File: config.mk
export PLATFORM = sky130hd
export DESIGN_NAME = demux116_collect
export DESIGN_NICKNAME = d
export VERILOG_FILES = /design/src/rtl/demux_pkg.sv /design/src/rtl/dec4to16.sv /design/src/rtl/demux116_collect.sv
export SDC_FILE = /design/constraint.sdc
export NUM_CORES = 1
export LEC_CHECK = 0
export ABC_AREA = 1
export BUFFER_PORTS_ARGS = -buffer_cell sky130_fd_sc_hd__buf_4
export CAP_MARGIN = 40
export CORE_UTILIZATION = 52
export DETAILED_ROUTE_END_ITERATION = 16
export GPL_TIMING_DRIVEN = 0
export HOLD_SLACK_MARGIN = 0.02
export PLACE_DENSITY = 0.78
export REMOVE_ABC_BUFFERS = 1
export SYNTH_ARGS = -nofsm -noshare
export SYNTH_HDL_FRONTEND = slang
export SYNTH_SLANG_ARGS = --single-unit
File: constraint.sdc
create_clock -name clk -period 1.55 [get_ports clk]
set_input_delay 0.155 -clock clk [delete_from_list [all_inputs] [get_ports clk]]
set_output_delay 0.155 -clock clk [all_outputs]
set_load 0.1 [all_outputs]
File: src/rtl/demux_pkg.sv
// Shared constants and state encoding for the 1-to-16 demux frame collector.
package demux_pkg;

  localparam int N  = 16;
  localparam int SW = 4;

  typedef enum logic {
    COLLECT = 1'b0,
    HOLD    = 1'b1
  } state_t;

endpackage

File: src/rtl/dec4to16.sv
// Combinational 4-to-16 one-hot decoder; all-zero output when not enabled.
module dec4to16
  import demux_pkg::*;
(
  input  logic [SW-1:0] idx,
  input  logic          en,
  output logic [N-1:0]  onehot
);

  always_comb begin
    onehot = '0;
    if (en) onehot[idx] = 1'b1;
  end

endmodule

File: src/rtl/demux116_collect.sv
// Registered 1-to-16 demultiplexer that gathers a full 16-bit word, then holds
// it under a valid/ack handshake while stalling the serial input.
module demux116_collect
  import demux_pkg::*;
#(
  parameter int N  = demux_pkg::N,
  parameter int SW = demux_pkg::SW
) (
  input  logic          clk,
  input  logic          rst_n,
  input  logic          y_in,
  input  logic [SW-1:0] s,
  input  logic          auto,
  input  logic          in_valid,
  output logic          in_ready,
  input  logic          clr,
  output logic [N-1:0]  o,
  output logic [N-1:0]  filled,
  output logic          out_valid,
  input  logic          out_ack
);

  state_t        state, state_nxt;
  logic [SW-1:0] cnt;
  logic [SW-1:0] idx;
  logic [N-1:0]  we;
  logic          wr;
  logic          full_nxt;
  logic          ack_take;

  assign wr       = in_valid & in_ready & ~clr;
  assign idx      = auto ? cnt : s;
  assign full_nxt = &(filled | we);
  assign ack_take = (state == HOLD) & out_ack & ~clr;

  dec4to16 u_dec (
    .idx    (idx),
    .en     (wr),
    .onehot (we)
  );

  always_ff @(posedge clk or negedge rst_n) begin
    if (!rst_n) state <= COLLECT;
    else        state <= state_nxt;
  end

  always_comb begin
    state_nxt = state;
    case (state)
      COLLECT: if (wr && full_nxt) state_nxt = HOLD;
      HOLD:    if (out_ack)        state_nxt = COLLECT;
      default:                     state_nxt = COLLECT;
    endcase
    if (clr) state_nxt = COLLECT;
  end

  always_comb begin
    in_ready  = (state == COLLECT);
    out_valid = (state == HOLD);
  end

  // Frame bookkeeping: abort or consumption restarts the position mask and counter.
  always_ff @(posedge clk or negedge rst_n) begin
    if (!rst_n) begin
      filled <= '0;
      cnt    <= '0;
    end else if (clr || ack_take) begin
      filled <= '0;
      cnt    <= '0;
    end else begin
      filled <= filled | we;
      if (wr && auto) cnt <= cnt + SW'(1);
    end
  end

  // Data bits survive abort and consumption; only the addressed bit is replaced.
  always_ff @(posedge clk or negedge rst_n) begin
    if (!rst_n) o <= '0;
    else        o <= (o & ~we) | (we & {N{y_in}});
  end

endmodule

# --- After elaboration in Yosys (flattened, before gate mapping) ---
# Index checks and enable logic that the tools add are counted.
word_totals:
  ff_bits: 37
  in_bits: 11
  output_inout_bits: 34
op_classes:
  addsub: 1
  n_lt_le_gt_ge: 2
  muxes: 11
  bitwise_logic: 11
  n_reduce_logical: 6
ops:
  columns: ["op", "n"]
  rows:
  - ["$and 16x16->16", 2]
  - ["$mux 16", 2]
  - ["$or 16x16->16", 2]
  - ["$not 16->16", 1]
  - ["$reduce_and 16->1", 1]
  - ["$mux 4", 3]
  - ["$lt 4x5->1 const B", 1]
  - ["$add 4x1->4 const B", 1]
  - ["$and 1x1->1", 4]
  - ["$demux 1 s4", 1]
  - ["$ge 4x1->1 const B", 1]
  - ["$mux 1", 4]
  - ["$logic_and 1x1->1", 3]
  - ["$not 1->1", 2]
  - ["$pmux 1 s2", 1]
  - ["$reduce_bool 2->1", 1]
  - ["$logic_or 1x1->1", 1]

# --- Longest topological paths before layout ---
depth:
  depth_word: 12
  depth_mapped: 14
  ltp_nobuf: 13

# --- Cells and area by module ---
# Synthesis repeated with hierarchy kept, for this count alone.
unflattened:
  hier_cells: 174
  area_unflattened_um2: 1661.6
modules_own_cells:
  columns: ["mod", "instances", "cells_per_inst", "area_per_inst_um2", "seq_area_each_um2"]
  rows:
  - ["demux116_collect", 1, 141, 1521.5, 925.9]
  - ["dec4to16", 1, 33, 140.1, 0.0]

# --- Worst setup path before layout ---
# No wires, ideal clock.
synth_timing:
  kind: "register to register"
  from: "reg state (netlist: out_valid)"
  to: "reg state (netlist: out_valid)"
  setup_ns: 0.079
  t_arrival_ns: 2.377
  required_ns: 1.471
  slack_ns: -0.906
  path_stages_with_launch: 12
  n_path_buf: 0
  period_less_slack_ns: 2.456
  cell_sequence: "dfrtp_1 -> inv_2 -> nand2_1 -> nor2_4 -> nand3_1 -> nor2_1 -> nor2_1 -> nor2_1 -> nand2_1 -> nor2_1 -> nand2_1 -> a21oi_2"
synth_via:
  elab_chain_cells: 10
synth_lines:
  columns: ["element", "line_no", "text"]
  rows:
  - ["start, declared", "demux116_collect.sv:23", "state_t state, state_nxt;"]
  - ["start signal, assigned", "demux116_collect.sv:44", "else state <= state_nxt;"]
  - ["$not 1->1 (*)", null, null]
  - ["named net in_ready", "demux116_collect.sv:15", "output logic in_ready,"]
  - ["$and 1x1->1 (2 in series)", "demux116_collect.sv:31", "assign wr = in_valid & in_ready & ~clr;"]
  - ["$mux 16", "dec4to16.sv:12", "if (en) onehot[idx] = 1'b1;"]
  - ["$or 16x16->16", "demux116_collect.sv:33", "assign full_nxt = &(filled | we);"]
  - ["$reduce_and 16->1", "demux116_collect.sv:33", null]
  - ["$logic_and 1x1->1", "demux116_collect.sv:50", "COLLECT: if (wr && full_nxt) state_nxt = HOLD;"]
  - ["$mux 1", "demux116_collect.sv:50", null]
  - ["$pmux 1 s2 (*)", "demux116_collect.sv:49", "case (state)"]
  - ["$mux 1 (*)", "demux116_collect.sv:54", "if (clr) state_nxt = COLLECT;"]
  - ["named net state_nxt", "demux116_collect.sv:23", null]
# The timed path passes the listed nets; every way through them passes the cells marked *.
# A chain may end at the register's enable or synchronous reset.

# --- Final worst setup path ---
layout_timing:
  from: "reg state (netlist: out_valid)"
  to: "reg state (netlist: out_valid)"
layout_via:
  elab_chain_cells: 10
layout_lines:
  columns: ["element", "line_no"]
  rows:
  - ["$not 1->1", null]
  - ["$and 1x1->1 (2 in series)", "demux116_collect.sv:31"]
  - ["$mux 16", "dec4to16.sv:12"]
  - ["$or 16x16->16", "demux116_collect.sv:33"]
  - ["$reduce_and 16->1", "demux116_collect.sv:33"]
  - ["$logic_and 1x1->1", "demux116_collect.sv:50"]
  - ["$mux 1", "demux116_collect.sv:50"]
  - ["$pmux 1 s2 (*)", "demux116_collect.sv:49"]
  - ["$mux 1 (*)", "demux116_collect.sv:54"]
  - ["named net state_nxt", "demux116_collect.sv:23"]
# Marks and branches as above.

==> results by group <==
Floorplanning
  – Die width: slightly above 60 um
  – Die span in y: 60.8 um
  – Starting density of the core: 57.0%
  – Num ports: between 40 and 50
  – DIE AREA: 3690 sq um
  – Core footprint: 3150 sq um
  – Std cell rows: 20

Global routing
  – Largest net degree at the start of global routing: 38
  – GRT Overall Usage: around 25%
  – Vias in the first global route: between 1000 and 1500
  – Total congestion overflow: 0
  – Global-route wire length before repair: around 6600 um
  – Initial antenna violation count: 0

Power and ir drop
  – LEAKAGE: approximately 1.2 nW
  – NetSw: around 1.2 mW
  – Comb pwr share: 38.8%
  – Internal: between 1 and 1.5 mW
  – Clk pwr share: around a fifth
  – Net Sw Frac: 45.4%
  – Peak supply drop: about 0.63 mV
  – Sequential power share: a little over two fifths
  – Power Density: 1120 nW/um^2

Finish
  – Final Instance Area: between 2000 and 2500 sq um
  – Final core utilization: about three quarters
  – Multi-input logic area: ~780 sq um
  – Register area: about 900 sq um
  – Fin nets: 288
  – Syn-to-layout area delta: 29.0%
  – Layout cells sized above 1: 32.1%
  – Fill count: ~270
  – Antenna diode count: 0

Clock tree
  – Clk sinks: 37
  – Worst-skew pair later-pin latency: ~0.35 ns
  – CTS tree: done
  – Total CTS buffers: 5
  – Worst-path clk slew: 0.10 ns
  – CTS Root Cell: clkbuf_4
  – Clock buffer depth: 2
  – CTS HTree Levels: 2

Timing
  – Worst path setup slack after routing: -0.128 ns
  – Worst slew pin tran: roughly 0.5 ns
  – Fin crit share: 108%
  – RSZ-0062 raised after global routing: yes
  – Setup TNS Final: -0.128 ns
  – Worst rel slew slack: 67.4%
  – Hold slack: between 0.15 and 0.2 ns
  – Fin crit period: approximately 1.7 ns
  – Fin. Hold Viols: 0
  – Fmax: between 0.5 and 0.6 GHz
  – Clk_skew: around 0.012 ns
  – Final slew viol count: 0
  – Final setup violation count: 1

Synthesis
  – Post-synthesis adder-cell area fraction: less than 1%
  – Cell count after synthesis: 220
  – Syn_area_per_cell: roughly 8.2 sq um
  – Synth Cell Area: ~1800 sq um
  – Seq/Total Area, Yosys: between 50% and 60%
  – Synth Register Bits: 37
  – Mux contribution to synthesized area: 0%
  – Compound-cell area share of the yosys netlist: between 10% and 20%
  – Ys Warns: 0
  – Largest family of logic cells by synthesized area: simple AND/OR/NAND/NOR gates
  – Synth cell types: 24
  – XOR/XNOR Fraction of Synth Area: less than 1%
  – Post-synthesis simple-gate area fraction: 27.9%

Placed design
  – Port bufs: 44
  – DP HPWL: about 2800 um
  – Gpl congestion: between 0.8 and 0.9
  – Placed Instance Area: approximately 2200 sq um

Detailed routing
  – DRT Pass-1 Iters: 5
  – Vias per Instance: just under 5
  – Iteration-0 DRC Markers: between 70 and 80
  – DRT antenna net count: 0
  – Drt wl/cell: 12.5 um
  – DRC violations left: 0
  – WL final: 4000 um
  – Vias after detailed routing: ~1600

Worst setup path
  – Worst EP required: between 1.5 and 2 ns
  – Crit Path Category: reg2reg
  – Startpoint Class: register
  – Crit. End Element: register
  – Reg2reg path depth: 13
  – R2r startpoint: out_valid
  – Max FO, Critical Path: 5
  – Reg2Reg Setup Slack: -0.13 ns
  – Critical Path AT: roughly 2.0 ns
  – FF-to-FF End: out_valid

Outcome
  – Failing checks: negative setup slack
  – Outcome: complete, but fails checks

Worst hold path
  – WHS Endpoint: cnt[3]
  – Hold depth: 4
  – Type of the tightest min-delay check: in2reg
  – Hold Startpoint: clr

Flow run
  – MaxCap Viol Count: 0
## cell usage after synthesis (all sizes together)
library cell	count	area [sq um]
o21ai	17	96.4
nand2	70	295
inv	29	111
clkinv	1	3.75
a21oi	20	104
dfrtp	37	926
a211oi	1	7.51
ha	1	12.5
xnor2	1	8.76
nand3	8	40.0
nor3	1	5.00
nor2	29	154
nand4	1	6.26
o31ai	1	7.51
buf	1	11.3
clkbuf	2	7.51
## placed cells by master (no fill, tap or decap), drive strengths merged
master       instances
a211oi               1
a21oi               20
buf                 51
clkbuf               6
clkinv               2
dfrtp               37
dlygate4sd3          1
ha                   1
inv                 30
nand2               70
nand3                8
nand4                1
nor2                29
nor3                 1
o21ai               17
o31ai                1
xnor2                1
## metrics by stage
stage	power, mW	instances	worst slack (ns)
floorplan	1.88	217	-0.909
global placement	2.10	305	-0.173
detailed placement	2.11	305	-0.196
CTS	2.59	319	-0.0978
global route	2.69	321	-0.241
finish	2.59	321	-0.128
## worst max-delay path, stage by stage (launching register included)
cell	delay (ns)
dfrtp_1	0.43
inv_2	0.08
nand2_2	0.06
nor2_4	0.16
nand2_4	0.09
nor2_4	0.15
nand2_2	0.08
nand2_1	0.08
nand2_1	0.05
inv_1	0.07
nand2_1	0.07
nor2_1	0.08
nand2_1	0.08
a21oi_2	0.12
## area by class of cell
cell class,count,area share (%)
multi-input cells,150,33.5
flip-flops and latches,37,39.9
clock inverters,2,0.432
inverters,30,5.07
well taps,44,2.37
clock buffers,6,1.78
repair buffers,52,16.9
## how the worst max path moves through the flow
stage	startpoint	end	slack [ns]	cells after the start
after floorplan	out_valid	out_valid	-0.91	11
after global placement	out_valid	cnt[2]	-0.17	3
after detailed placement	out_valid	cnt[2]	-0.20	3
after CTS	out_valid	out_valid	-0.1	13
after global routing	out_valid	out_valid	-0.24	13
final	out_valid	out_valid	-0.13	13
## what timing repair did
action                                  4_1_cts  5_1_grt
endpoints found under the setup margin       19        6
pin swaps                                     3        2
setup buffers                                 5        2
endpoints found under the hold margin        37        0
hold buffers                                  1        0
resized for setup                             5        9
## power by group through the flow
| stage | Combinational [mW] | Sequential (mW) | Clock (mW) |
|---|---|---|---|
| 2_1_floorplan | 0.154 | 1.72 | 0 |
| 3_3_place_gp | 0.981 | 1.12 | 0 |
| 3_5_place_dp | 0.992 | 1.12 | 0 |
| 4_1_cts | 1.00 | 1.10 | 0.493 |
| 5_1_grt | 1.05 | 1.11 | 0.529 |
| 6_report | 1.01 | 1.10 | 0.486 |
## layer usage
layer	global-route usage [%]	vias up	routed length, um
li1	-	798	-
met1	30.8	728	1780
met2	41.8	45	1900
met3	6.40	11	233
met4	7.79	0	82
met5	0	-	0
## cell families after synthesis
family / count (synthesis)
simple gates: 109
compound gates: 39
flops: 37
buf+inv: 33
xor+xnor: 1
fa+ha+maj: 1
(Power assumes the default switching activity.)
